===== src/rtl/ram_ctrl_pkg.sv =====
// ram_ctrl_pkg
// Shared constants for the round-robin RAM controller: FSM state encoding
// and the default RAM geometry (16 x 8).
package ram_ctrl_pkg;

    // FSM state encoding
    localparam logic [1:0] IDLE    = 2'd0;
    localparam logic [1:0] CMD     = 2'd1;
    localparam logic [1:0] RD_WAIT = 2'd2;

    // Default RAM geometry
    localparam int DEFAULT_ADDR_W = 4;
    localparam int DEFAULT_DATA_W = 8;

endpackage : ram_ctrl_pkg


===== src/rtl/ram_rr_controller_arbiter.sv =====
// rr_arbiter
// Purely combinational round-robin picker. The winner is the first set bit
// of req found when scanning upward from ptr+1, wrapping modulo N.
// Ports:
//   req    in  N           request vector
//   ptr    in  $clog2(N)   index of the previous winner
//   winner out N           one-hot winner (all zero when req == 0)
//   index  out $clog2(N)   binary index of the winner (0 when req == 0)
//   any    out 1           at least one request is present
module rr_arbiter #(
    parameter int N = 4
) (
    input  logic [N-1:0]         req,
    input  logic [$clog2(N)-1:0] ptr,
    output logic [N-1:0]         winner,
    output logic [$clog2(N)-1:0] index,
    output logic                 any
);
    localparam int IDX_W = $clog2(N);

    logic [IDX_W:0]   shamt;
    logic [2*N-1:0]   req_dbl;
    logic [2*N-1:0]   req_rot_dbl;
    logic [N-1:0]     req_rot;
    logic [N-1:0]     pick_rot;
    logic [2*N-1:0]   pick_dbl;

    // Rotate so that position ptr+1 lands on bit 0. shamt can reach N, which
    // is why it carries one extra bit; the doubled vector keeps the wrap exact.
    assign shamt       = {1'b0, ptr} + (IDX_W + 1)'(1);
    assign req_dbl     = {req, req};
    assign req_rot_dbl = req_dbl >> shamt;
    assign req_rot     = req_rot_dbl[N-1:0];

    // Isolate the lowest set bit (x & -x), then rotate back into place.
    assign pick_rot = req_rot & (~req_rot + N'(1));
    assign pick_dbl = {pick_rot, pick_rot} << shamt;
    assign winner   = pick_dbl[2*N-1:N];

    assign any = |req;

    // One-hot to binary: index bit b is the OR of all winner bits whose
    // position has bit b set.
    genvar gi, gb;
    generate
        for (gb = 0; gb < IDX_W; gb++) begin : g_idx_bit
            logic [N-1:0] hit;
            for (gi = 0; gi < N; gi++) begin : g_pos
                if (((gi >> gb) & 1) != 0) begin : g_set
                    assign hit[gi] = winner[gi];
                end else begin : g_clr
                    assign hit[gi] = 1'b0;
                end
            end
            assign index[gb] = |hit;
        end
    endgenerate

endmodule : rr_arbiter


===== src/rtl/ram_rr_controller.sv =====
// ram_rr_controller
// Shares one dual-port RAM (registered read) among NUM_REQ requesters.
// A request is sampled in IDLE, granted in the following CMD cycle, and for
// reads the RAM output is captured in RD_WAIT and presented one cycle later
// with a one-hot rvalid pulse.
// Ports:
//   clk          in   system clock (also drives the RAM's wr_clk / rd_clk)
//   rst          in   asynchronous active-high reset
//   req/we       in   per-requester request and command type (1 = write)
//   addr/wdata   in   packed per-requester address / write data
//   gnt          out  one-hot acceptance pulse (CMD cycle)
//   rvalid       out  one-hot read-data-valid pulse
//   rdata        out  read data, held until the next read completes
//   busy         out  controller not in IDLE
//   ram_wr_*     out  RAM write port
//   ram_rd_*     out  RAM read port request
//   ram_rd_data  in   RAM registered read data
module ram_rr_controller
    import ram_ctrl_pkg::*;
#(
    parameter int NUM_REQ = 4,
    parameter int ADDR_W  = DEFAULT_ADDR_W,
    parameter int DATA_W  = DEFAULT_DATA_W
) (
    input  logic                      clk,
    input  logic                      rst,
    input  logic [NUM_REQ-1:0]        req,
    input  logic [NUM_REQ-1:0]        we,
    input  logic [NUM_REQ*ADDR_W-1:0] addr,
    input  logic [NUM_REQ*DATA_W-1:0] wdata,
    output logic [NUM_REQ-1:0]        gnt,
    output logic [NUM_REQ-1:0]        rvalid,
    output logic [DATA_W-1:0]         rdata,
    output logic                      busy,
    output logic                      ram_wr_en,
    output logic [ADDR_W-1:0]         ram_wr_addr,
    output logic [DATA_W-1:0]         ram_wr_data,
    output logic                      ram_rd_en,
    output logic [ADDR_W-1:0]         ram_rd_addr,
    input  logic [DATA_W-1:0]         ram_rd_data
);
    localparam int IDX_W = $clog2(NUM_REQ);

    logic [1:0]         state_reg;
    logic [IDX_W-1:0]   rr_ptr_reg;
    logic [IDX_W-1:0]   idx_reg;
    logic               we_lat_reg;
    logic [ADDR_W-1:0]  addr_lat_reg;
    logic [DATA_W-1:0]  wdata_lat_reg;
    logic [DATA_W-1:0]  rdata_reg;
    logic [NUM_REQ-1:0] rvalid_reg;

    logic [NUM_REQ-1:0] arb_winner;
    logic [IDX_W-1:0]   arb_index;
    logic               arb_any;
    logic [NUM_REQ-1:0] idx_onehot;

    logic [ADDR_W-1:0]  addr_arr  [NUM_REQ];
    logic [DATA_W-1:0]  wdata_arr [NUM_REQ];

    genvar gi;
    generate
        for (gi = 0; gi < NUM_REQ; gi++) begin : g_unpack
            assign addr_arr[gi]   = addr[gi*ADDR_W +: ADDR_W];
            assign wdata_arr[gi]  = wdata[gi*DATA_W +: DATA_W];
            assign idx_onehot[gi] = (idx_reg == IDX_W'(gi));
        end
    endgenerate

    rr_arbiter #(
        .N (NUM_REQ)
    ) u_arbiter (
        .req    (req),
        .ptr    (rr_ptr_reg),
        .winner (arb_winner),
        .index  (arb_index),
        .any    (arb_any)
    );

    always_ff @(posedge clk or posedge rst) begin
        if (rst) begin
            state_reg     <= IDLE;
            rr_ptr_reg    <= IDX_W'(NUM_REQ - 1);
            idx_reg       <= '0;
            we_lat_reg    <= 1'b0;
            addr_lat_reg  <= '0;
            wdata_lat_reg <= '0;
            rdata_reg     <= '0;
            rvalid_reg    <= '0;
        end else begin
            rvalid_reg <= '0;
            case (state_reg)
                IDLE: begin
                    // req is only looked at here; the latch frees the
                    // requester to change its inputs once gnt is seen.
                    if (arb_any) begin
                        idx_reg       <= arb_index;
                        we_lat_reg    <= |(we & arb_winner);
                        addr_lat_reg  <= addr_arr[arb_index];
                        wdata_lat_reg <= wdata_arr[arb_index];
                        rr_ptr_reg    <= arb_index;
                        state_reg     <= CMD;
                    end
                end
                CMD: begin
                    state_reg <= we_lat_reg ? IDLE : RD_WAIT;
                end
                RD_WAIT: begin
                    // RAM output corresponds to the address issued in CMD.
                    rdata_reg  <= ram_rd_data;
                    rvalid_reg <= idx_onehot;
                    state_reg  <= IDLE;
                end
                default: begin
                    state_reg <= IDLE;
                end
            endcase
        end
    end

    // Everything below is decoded from registers only, so there is no
    // combinational path from req to gnt or to the RAM enables.
    assign gnt         = (state_reg == CMD) ? idx_onehot : '0;
    assign ram_wr_en   = (state_reg == CMD) &&  we_lat_reg;
    assign ram_rd_en   = (state_reg == CMD) && !we_lat_reg;
    assign ram_wr_addr = addr_lat_reg;
    assign ram_wr_data = wdata_lat_reg;
    assign ram_rd_addr = addr_lat_reg;
    assign rvalid      = rvalid_reg;
    assign rdata       = rdata_reg;
    assign busy        = (state_reg != IDLE);

endmodule : ram_rr_controller


===== config.mk =====
export PLATFORM = sky130hd
export DESIGN_NAME = ram_rr_controller
export DESIGN_NICKNAME = d
export VERILOG_FILES = /design/src/rtl/ram_ctrl_pkg.sv /design/src/rtl/ram_rr_controller_arbiter.sv /design/src/rtl/ram_rr_controller.sv
export SDC_FILE = /design/constraint.sdc
export NUM_CORES = 1
export LEC_CHECK = 0
export CORE_MARGIN = 1
export CORE_UTILIZATION = 32
export DETAILED_ROUTE_END_ITERATION = 8
export HOLD_SLACK_MARGIN = 0.08
export PLACE_DENSITY_LB_ADDON = 0.12
export SYNTH_ARGS = -nofsm -noshare
export SYNTH_HDL_FRONTEND = slang
export SYNTH_SLANG_ARGS = --single-unit

===== constraint.sdc =====
create_clock -name clk -period 4.5 [get_ports clk]
set_input_delay 0.9 -clock clk [delete_from_list [all_inputs] [get_ports clk]]
set_output_delay 0.9 -clock clk [all_outputs]
set_load 0.02 [all_outputs]

* Word-level counts from Yosys, hierarchy flattened *
Index checks and enable logic that the tools add are counted.

cells by class
  add/subtract/negate cells = 2
  magnitude comparators = 1
  eq/ne operators = 6
  shift-type cells = 2
  mux-type cells = 11
  bitwise gates (word level) = 4
  reduce and logical (&&, ||, !) cells = 11

operators by type and width
  kind                 number
  $bmux 8 s2           1
  $mux 4               4
  $mux 8               2
  $and 4x4->4          2
  $bmux 4 s2           1
  $reduce_or 4->1      2
  $shl 8x3->8          1
  $shr 8x3->4          1
  $eq 2x2->1 const B   3
  $add 4x1->4 const B  1
  $eq 2x1->1 const B   2
  $logic_not 2->1      2
  $mux 2               2
  $not 4->4            1
  $pmux 2 s2           1
  $reduce_or 2->1      2
  $add 2x1->3 const B  1
  $ge 3x3->1 const B   1
  $not 2->3            1
  $logic_and 1x1->1    2
  $ne 2x2->1 const B   1
  $reduce_and 2->1     1
  $reduce_bool 2->1    1
  $logic_not 1->1      1

word-level totals
  flip-flop bits (word level) = 31
  input bits = 66
  output and inout bits = 35
  word-level logic and storage cells = 45

* Logic depth before layout (Yosys ltp) *
Gate-level depths: netlist (run 1).

  depth in word-level cells = 11
  mapped depth = 9
  gate-level depth less buffers = 7

* Hierarchy *
Synthesis (run 1) repeated with hierarchy kept, for this count alone.

unflattened totals
  cell total of the unflattened synthesis = 187
  area, all modules = 1951.9 µm²

by module, submodules not included
  module             times used  cells an instance  area an instance (µm²)  seq. area each (µm²)
  ram_rr_controller  1           135                1579.0                  778.2
  rr_arbiter         1           52                 372.9                   0.0

* Worst setup path before layout (run 1) *
Ideal clock, no wire load.

  path type = input -> register
  start = input req[3]
  end = register wdata_lat_reg[4], in the netlist ram_wr_data[4]
  setup time = 0.142 ns
  data arrival time = 2.681 ns
  data required time = 4.358 ns
  setup slack = 1.676 ns
  stages on the path = 9
  buffers on the path = 2
  cell sequence = buf_6 > nand2b_4 > or4_1 > a21o_1 > o41ai_4 > o31ai_2 > buf_2 > a211oi_1 > o31ai_1

on the way
  longest elaborated chain between the ends = 10
  elaborated cells between the ends (all ways) = 13
  those cells by class = 1 x add/sub; 2 x shift; 3 x mux; 3 x bitwise; 4 x reduce/logical

ends and longest elaborated chain
  element                                     line                             source
  start, declared                             ram_rr_controller.sv:27          input logic [NUM_REQ-1:0] req,
  $shr 8x3->4                                 ram_rr_controller_arbiter.sv:32  assign req_rot_dbl = req_dbl >> shamt;
  $not 4->4                                   ram_rr_controller_arbiter.sv:36  assign pick_rot = req_rot & (~req_rot + N'(1));
  $add 4x1->4                                 ram_rr_controller_arbiter.sv:36
  $and 4x4->4                                 ram_rr_controller_arbiter.sv:36
  $shl 8x3->8                                 ram_rr_controller_arbiter.sv:37  assign pick_dbl = {pick_rot, pick_rot} << shamt;
  $reduce_or 2->1                             ram_rr_controller_arbiter.sv:55  assign index[gb] = |hit;
  $not 2->3 (implied by the code)             ram_rr_controller.sv:100         wdata_lat_reg <= wdata_arr[arb_index];
  $bmux 8 s2                                  ram_rr_controller.sv:100
  $mux 8 (implied by the code) (2 in series)  ram_rr_controller.sv:100
  end signal, assigned                        ram_rr_controller.sv:100
  end, declared                               ram_rr_controller.sv:49          logic [DATA_W-1:0] wdata_lat_reg;

Parallel ways exist; a longest one is shown, timed or not. The select of a mux whose other input is x is not followed.
A chain may end at the register's enable or synchronous reset.

* Worst setup path after layout (run 1) *
  start = input req[2]
  end = register addr_lat_reg[1], in the netlist ram_rd_addr[1]

on the way
  longest elaborated chain between the ends = 10
  elaborated cells between the ends (all ways) = 13
  those cells by class = 1 x add/sub; 2 x shift; 3 x mux; 3 x bitwise; 4 x reduce/logical

ends and longest elaborated chain
  element                                     line                             source
  $shr 8x3->4                                 ram_rr_controller_arbiter.sv:32
  $not 4->4                                   ram_rr_controller_arbiter.sv:36
  $add 4x1->4                                 ram_rr_controller_arbiter.sv:36
  $and 4x4->4                                 ram_rr_controller_arbiter.sv:36
  $shl 8x3->8                                 ram_rr_controller_arbiter.sv:37
  $reduce_or 2->1                             ram_rr_controller_arbiter.sv:55
  $not 2->3 (implied by the code)             ram_rr_controller.sv:99          addr_lat_reg <= addr_arr[arb_index];
  $bmux 4 s2                                  ram_rr_controller.sv:99
  $mux 4 (implied by the code) (2 in series)  ram_rr_controller.sv:99
  end signal, assigned                        ram_rr_controller.sv:99
  end, declared                               ram_rr_controller.sv:48          logic [ADDR_W-1:0] addr_lat_reg;

Parallel ways exist; a longest one is shown, timed or not. The select of a mux whose other input is x is not followed.

==> results of run 1 <==
==> metal layers <==
metal	global-route usage, %	up-vias	share of wire [%]
met2	31.2	71	49
met5	0	-	0
met3	4.67	6	6.5
met4	5.00	0	0.95
li1	-	1146	-
met1	22.3	1076	44
==> kinds of logic (layout without fill, tap and decap cells) <==
family	count (synthesis)	after routing
adder cells (fa/ha/maj)	1	1
flip-flops	31	31
multiplexers	1	1
AO/OA/AOI/OAI	84	84
AND/OR/NAND/NOR	119	119
buffers and inverters	32	118
==> report_power, final <==
group / internal (mW) / leakage (nW) / switching [mW] / total [mW]
Sequential: 0.422 / 0.379 / 0.116 / 0.538
Clock: 0.179 / 0.0612 / 0.103 / 0.282
Combinational: 0.721 / 0.871 / 0.983 / 1.70
==> worst max-delay path: stages <==
cell and delay (ns):
clkdlybuf4s50_1 0.65, nor4_1 0.11, a22oi_1 0.26, nand2_1 0.24, or3_1 0.45, o31ai_4 0.07
buf_4 0.34, o2111a_1 0.28, o31ai_1 0.08
==> final cells by class <==
cell class	instances	area (um^2)
Sequential cell	31	778
Tap cell	96	120
Inverter	6	22.5
Fill cell	678	3410
Timing Repair Buffer	104	1030
Multi-Input combinational cell	205	1350
Clock inverter	2	35.0
Clock buffer	6	82.6
==> synthesized netlist by cell type (3+ instances only) <==
cell and n:
nand2b_1 4, a221oi_1 3, a211oi_1 6, o31ai_2 7, inv_1 6, o21ai_1 3
o31ai_1 7, dfrtp_1 29, nor2_1 11, nor3b_1 15, a211oi_2 6, clkbuf_1 13
buf_2 5, and3_1 3, nor2b_1 16, buf_4 6, o21ai_0 16, a31oi_1 12
nand2_1 56, o2111a_1 12
==> path summary, 6_finish.rpt <==
check / startpoint / end / slack, ns / cells after the start
worst max register to register: rr_ptr_reg[0] / ram_rd_addr[1] / 1.65 / 6
max in group asynchronous: rst / rr_ptr_reg[0] / 3.18 / 3
worst min-delay path: we_lat_reg / state_reg[1] / 0.45 / 1
worst min register to register: we_lat_reg / state_reg[1] / 0.45 / 1
worst max-delay path: req[2] / ram_rd_addr[1] / 1.25 / 9
min in group asynchronous: rst / ram_wr_data[2] / 1.00 / 3
==> run metrics, run 1 <==
Layout area overhead=49.9%; Worst Hold Class=flop to flop; critical path startpoint category=primary input; post-cts sizing count=0; routability cong.=0.855; Warnings, synthesis=0; first-pass GRT wire length=10400 um; largest family of logic cells by synthesized area=compound AO/OA/AOI/OAI gates; Total Routed Length=6410 um; commonest non-fill, non-tap cells in the layout=100 x clkdlybuf4s50_1, 56 x nand2_1, 29 x dfrtp_1, 16 x nor2b_1, 16 x o21ai_0; number of synthesized flops with an enable pin=0; register area share after synthesis=34.1%; largest net degree at the start of global routing=35; Yosys cell types=44; Critical Path RT=4.63 ns; Initial DRC Count=90; Main synth FF type=dfrtp_1; hold buffers post-CTS=0; Pwr Total=roughly 2.5 mW; Die H=86.5 um; Worst Setup Path Type=primary input to flop; #FFs+latches synth=31; Fin Clk Skew=0.00347 ns; period utilisation layout=about 72%; top cells by area, synth=dfrtp_1 32%, nand2_1 9.2%, o2111a_1 5.9%; Slew HR=36.2%; final hold slack=0.453 ns; commonest non-fill, non-tap cell in the layout=clkdlybuf4s50_1; post-route setup slack=1.25 ns; GRT Util Overall=18.1%; power per cell area=738 nW/um^2; Simple-Gate Fraction of Synth Area=between 20% and 30%; Initial Util=33.4%; Adder-Cell Fraction of Synth Area=less than 1%; Synth Net Count=between 300 and 400; Port Buf Inserts=100; # Post-CTS Setup Buffers=0; Mapped Area=2280 um^2; DP Cell Count=442; total vias in the final route=2299; CP Capture Type=flop; I/O pin total=between 100 and 150; CTS max path bufs=2; DRC viols=0; P_leak=around 1.3 nW; CTS HTree Levels=2; cell count after synthesis=approximately 270; Die ar.=7470 um^2; post-route ant nets=0; mux contribution to synthesized area=0.493%; # setup viols final=0; Std-Cell Rows=30; Yosys top cell by area=dfrtp_1; core area=roughly 7000 um^2; vias in the first global route=about 2100; Post-Synth XOR/XNOR Area=0%; Final Slew Violations=0; clock latency on the worst-skew pair=0.28 ns; drt pass-1 iters=4; Final Cell Area=roughly 3400 um^2; pre-CTS WS=around 0.96 ns; VDD IR max=around 0.32 mV; initial antenna violation count=0; min Tclk post-route=3.25 ns; Fmax achieved=308 MHz; Sum Neg Setup Slack=0 ns; compound-cell area share of the yosys netlist=30.8%; max cap viols=0; number of inserted diodes=0; CTS Buf Count=5; post-layout util=50.1%; fraction of registers with async set/reset=100%; outcome=finished, final reports clean; Die Span X=approximately 86 um; RSZ-0062 raised after global routing=no; WL/cell=between 10 and 15 um; top-area cell type share of the netlist area=31.8%; Root Buffer=clkbuf_8; clock transition at the registers of the reported paths=0.07 ns; Final #Nets=420; grt total ovfl=0; DR vias/cell=5.11; syn avg cell area=8.52 um^2; Least-Margin Pin Slew=0.957 ns; layout cells sized above 1=roughly a tenth; DP Area=around 3300 um^2; Final Hold Fails=0; final std cells w/o fill=450; crit-path max FO=26; total clock sinks=31; Worst EP arrival=3.38 ns; CTS tree=done; post-DP HPWL=4740 um
Note: power is estimated with default switching activity, not from simulation.
==> run 2, diff against run 1 <==
==> constraint.sdc (replaced) <==
create_clock -name clk -period 2.68 [get_ports clk]
set_input_delay 0.536 -clock clk [delete_from_list [all_inputs] [get_ports clk]]
set_output_delay 0.536 -clock clk [all_outputs]
set_load 0.02 [all_outputs]
==> run 2 against run 1 <==
Effect of this change:
- sequential power up 68%
- sequential cell count unchanged
- hold slack got worse by 0.00097 ns
- cell area increased by 6.3%
- utilization grew 3.2 points
- first-iteration DRC count down 23%
==> run metrics, run 2 (synthesis gave the netlist of run 1 again) <==
outcome=finished, final reports clean; CP delay by family, top=compound AO/OA/AOI/OAI gates; Worst Setup Path Type=flop to flop; total vias in the final route=around 2400; core area=6830 um^2; DP Area=3430 um^2; drt pass-1 iters=4; final std cells w/o fill=467; post-route ant nets=0; # setup viols final=0; Final Hold Fails=0; Die ar.=between 7000 and 8000 um^2; Total Routed Length=6500 um; Final Slew Violations=0; CTS max path bufs=2; critical path depth=8; hold path depth=1; post-DP HPWL=4790 um; FILL cells=645; commonest non-fill, non-tap cell in the layout=clkdlybuf4s50_1; Metal-1 WL=2890 um; max cap viols=0; Critical Path RT=2.83 ns; post-layout util=roughly 53%; metal2 WL=3110 um; crit-path cells=and3b_2 -> o21ai_1 -> a21o_1 -> o41ai_4 -> o31ai_4 -> buf_6 -> a211oi_1 -> o31ai_2; Port Buf Inserts=100; sum of buffers and inverters on the critical path=1; Worst Hold Class=flop to flop; routability cong.=0.870; I/O pin total=101; Crit-path slowest cell=dfstp_2; DRC viols=0; clock transition at the registers of the reported paths=0.06 ns; Die H=between 80 and 90 um; CTS tree=done; HP Start=we_lat_reg; Root Buffer=clkbuf_8; WL/cell=13.9 um; DP Cell Count=around 450; power per cell area=1300 nW/um^2; register-to-register setup slack=~0.12 ns; clock latency on the worst-skew pair=between 0.2 and 0.3 ns; DR vias/cell=5.09; vias in the first global route=2299; min Tclk post-route=2.56 ns; period utilisation layout=95.4%; crit-path max FO=18; largest net degree at the start of global routing=32; CTS Buf Count=5; Initial Util=approximately a third; Reg2Reg Depth=8; Final Cell Area=3640 um^2; grt total ovfl=0; GRT Util Overall=between 10% and 20%; Initial DRC Count=69; initial antenna violation count=0; Fin Clk Skew=~0.0037 ns; number of inserted diodes=0; crit-path max cell delay=slightly above 0.7 ns; capturing point of the worst reg2reg path=ram_wr_data[4]; CTS HTree Levels=2; Slew HR=64.9%; layout cells sized above 1=roughly 15%; CP Capture Type=flop; commonest non-fill, non-tap cells in the layout=96 x clkdlybuf4s50_1, 56 x nand2_1, 29 x dfrtp_1, 16 x nor2b_1; Worst EP arrival=2.71 ns; top routing layer used=met4; R2R Path Start=rr_ptr_reg[0]; P_leak=roughly 1.5 nW; Std-Cell Rows=30; total clock sinks=31; WL met3=402 um; Final #Nets=437; critical path startpoint category=flop; Least-Margin Pin Slew=0.525 ns; first-pass GRT wire length=~11000 um; VDD IR max=0.569 mV; Fmax achieved=391 MHz; Die Span X=86.5 um; Hold Path Sink=state_reg[1]; hold buffers post-CTS=0; Layout area overhead=59.4%; RSZ-0062 raised after global routing=no
==> run 2: cell count changes in the layout (fill, tap and decap cells not counted), sizes merged <==
cell           change
dlymetal6s2s       +4
clkbuf             +3
clkdlybuf4s50      -4
bufinv             -1
buf               +15
==> run 2: worst max path at each step <==
stage             startpoint        endpoint  slack, ns
2_1_floorplan         req[3]  ram_wr_data[4]       0.22
3_3_place_gp          req[2]  ram_wr_data[5]      -0.22
3_5_place_dp          req[2]  ram_wr_data[5]      -0.29
4_1_cts               req[2]  ram_wr_data[5]       0.02
5_1_grt        rr_ptr_reg[0]  ram_wr_data[4]      0.009
6_report       rr_ptr_reg[0]  ram_wr_data[4]       0.12
==> run 2: stage by stage <==
stage | worst slack, ns | TNS [ns] | hold slack, ns | power [mW]
after global placement | -0.221 | -2.36 | 0.437 | 4.03
after detailed placement | -0.286 | -2.89 | 0.441 | 4.04
after floorplan | 0.220 | 0 | 0.426 | 2.87
final | 0.122 | 0 | 0.453 | 4.74
after global routing | 0.00892 | 0 | 0.481 | 5.10
after CTS | 0.0229 | 0 | 0.451 | 4.40
==> run 2: cell type report <==
| cell class | instances | area, um^2 | area share (%) |
|---|---|---|---|
| Inverter | 6 | 22.5 | 0.619 |
| Sequential cell | 31 | 778 | 21.4 |
| Timing Repair Buffer | 121 | 1240 | 34.2 |
| Clock inverter | 1 | 5.00 | 0.138 |
| Clock buffer | 7 | 76.3 | 2.10 |
| Multi-Input combinational cell | 205 | 1390 | 38.2 |
| Tap cell | 96 | 120 | 3.30 |
==> run 2: repair_timing <==
| item | CTS | global route |
|---|---|---|
| setup endpoints to repair | 0 | 12 |
| resized for setup | 0 | 16 |
| buffers inserted | 0 | 3 |
==> run 2: layer usage <==
layer | global-route usage [%] | vias to the layer above
met5 | 0 | -
met4 | 5.00 | 0
met3 | 4.48 | 8
met2 | 31.0 | 81
met1 | 22.5 | 1107
li1 | - | 1182
==> run 2: report_power, final <==
part	switching, mW	internal (mW)	leakage [nW]
clock network	0.161	0.182	0.0422
logic	1.82	1.67	1.03
registers	0.195	0.709	0.379
total	2.17	2.56	1.45
==> run 3, diff against run 2 <==
--- a/config.mk
+++ b/config.mk
@@ -6,7 +6,7 @@
 export NUM_CORES = 1
 export LEC_CHECK = 0
 export CORE_MARGIN = 1
-export CORE_UTILIZATION = 32
+export CORE_UTILIZATION = 38
 export DETAILED_ROUTE_END_ITERATION = 8
 export HOLD_SLACK_MARGIN = 0.08
 export PLACE_DENSITY_LB_ADDON = 0.12
==> run 3 against run 2 <==
Effect of this change:
- sequential power up 0.8%
- power increased by 1.6%
- utilization is 12 points higher
- non-clock buffer count is 5 higher
- sequential share of layout area decreased by 0.24 points
- clock skew shrank 0.00056 ns
- clock power rose by 39%
- via count rose by 3.1%
==> run metrics, run 3 (synthesis gave the netlist of run 1 again) <==
Worst Setup Path Type=primary input to flop; Crit-path slowest cell=clkdlybuf4s50_1; GRT Util Overall=approximately a quarter; crit-path max cell delay=a little over 0.5 ns; NetSw=approximately 2.2 mW; register-to-register setup slack=0.20 ns; critical path depth=10; Std-Cell Rows=27; total vias in the final route=2451; power per cell area=about 1300 nW/um^2; critical path startpoint category=primary input; VDD IR max=approximately 0.74 mV; I/O pin total=101; total clock sinks=31; clock latency on the worst-skew pair=~0.28 ns; Port Buf Inserts=100; CP Capture Type=flop; DR vias/cell=about 5.5; Reg power frac=18.9%; Root Buffer=clkbuf_8; commonest non-fill, non-tap cell in the layout=clkdlybuf4s50_1; min Tclk post-route=2.55 ns; CTS max path bufs=2; Worst EP arrival=2.74 ns; Final #Nets=443; Fin Clk Skew=0.00312 ns; number of inserted diodes=0; vias in the first global route=2410; Die ar.=6320 um^2; Sum Neg Setup Slack=0 ns; crit-path max FO=7; sum of buffers and inverters on the critical path=3; initial antenna violation count=0; drt pass-1 iters=4; Int Power=2.58 mW; CTS tree=done; area occupied by multi-input gates=1440 um^2; clock transition at the registers of the reported paths=0.07 ns; Final Hold Fails=0; pre-CTS WS=-0.572 ns; Final Slew Violations=0; Total Routed Length=just over 7000 um; core area=around 5600 um^2; Layout area overhead=61.2%; CTS Buf Count=5; post-route setup slack=0.132 ns; P_leak=1.47 nW; Critical Path RT=approximately 2.9 ns; max cap viols=0; post-DP HPWL=roughly 5200 um; grt total ovfl=0; Least-Margin Pin Slew=between 0.6 and 0.7 ns; outcome=finished, final reports clean; Initial DRC Count=142; largest net degree at the start of global routing=32; DRC viols=0; commonest non-fill, non-tap cells in the layout=97 x clkdlybuf4s50_1, 55 x nand2_1, 29 x dfrtp_1, 24 x buf_4; HP Start=we_lat_reg; hold path depth=1; Fmax achieved=392 MHz; capturing point of the worst reg2reg path=ram_wr_data[2]; layout cells sized above 1=between 10% and 20%; Reg2Reg Depth=9; Initial Util=40.5%; crit-path cells=clkdlybuf4s50_1 -> buf_4 -> nor3b_1 -> o21ai_1 -> nand2_2 -> or3_4 -> o31ai_4 -> buf_4 -> a211oi_2 -> o31ai_2; Slew HR=57.0%; Worst path most repeated cell=buf_4; Worst Hold Class=flop to flop; post-route ant nets=0; Comb power frac=71.2%; FILL cells=just under 500; Hold Path Sink=state_reg[1]; routability cong.=roughly 0.86; CTS HTree Levels=2; switch share=a little under half; clock share of power=9.9%; period utilisation layout=95.1%; Final Cell Area=3680 um^2; register area=778 um^2; Pwr Total=slightly below 5 mW; hold buffers post-CTS=0; # setup viols final=0; WL/cell=15.7 um; R2R Path Start=rr_ptr_reg[0]; DP Area=roughly 3400 um^2; CP delay by family, top=buffers and inverters; Die H=79.5 um; Die Span X=about 80 um; first-pass GRT wire length=11200 um
## run 3: cell types whose count changed in the layout (fill, tap and decap cells not counted), moves of 2 or more
| cell | before | now |
|---|---|---|
| buf_4 | 15 | 24 |
| clkbuf_1 | 2 | 0 |
| clkbuf_16 | 2 | 0 |
| o31ai_1 | 3 | 5 |
| o31ai_2 | 10 | 8 |
## run 3: per-layer routing
layer,global-route usage [%],routed length (um)
met4,10.7,242
met2,40.4,3480
met3,6.51,420
met5,0,0
met1,26.1,2900
## run 3: layout make-up
| class | count | share of cell area [%] |
|---|---|---|
| clock inverters | 2 | 0.952 |
| clock buffers | 6 | 2.24 |
| flip-flops and latches | 31 | 21.1 |
| well taps | 72 | 2.45 |
| inverters | 6 | 0.612 |
| repair buffers | 126 | 33.4 |
| multi-input cells | 206 | 39.2 |
## run 3: worst register-to-register path, stage by stage (launching register included)
cell and delay, ns:
dfstp_2 0.74, nor4_2 0.11, buf_4 0.15, a22oi_2 0.21, nand2_2 0.13, or3_4 0.43, o31ai_4 0.13, buf_4 0.26
a211oi_2 0.06, o31ai_2 0.18
## run 3: repair_timing
item,CTS,global route
endpoints found under the setup margin,14,15
pin swaps,3,3
cloned,1,0
resized for setup,4,15
setup buffers,2,4
## run 3: metrics by stage
stage	hold WS, ns	util [%]	instances
after floorplan	0.426	-	268
after global placement	0.450	60.4	434
after detailed placement	0.449	60.4	434
after CTS	0.459	63.3	445
after global routing	0.486	65.2	449
final	0.460	65.2	449
## run 3: worst max-delay path by stage
stage / startpoint / end / slack (ns)
after global routing: req[1] / ram_rd_addr[3] / -0.02
after global placement: req[3] / ram_wr_data[1] / -0.50
after floorplan: req[3] / ram_wr_data[4] / 0.22
final: req[1] / ram_wr_data[2] / 0.13
after detailed placement: req[3] / ram_wr_data[1] / -0.57
after CTS: req[3] / ram_rd_addr[0] / 0.01
## run 3: power groups by stage
stage	combinational [mW]	clock, mW	sequential (mW)
after floorplan	1.84	0	1.04
after global placement	2.95	0	0.911
after detailed placement	3.00	0	0.911
after CTS	3.15	0.486	0.908
after global routing	3.70	0.508	0.946
final	3.43	0.476	0.911
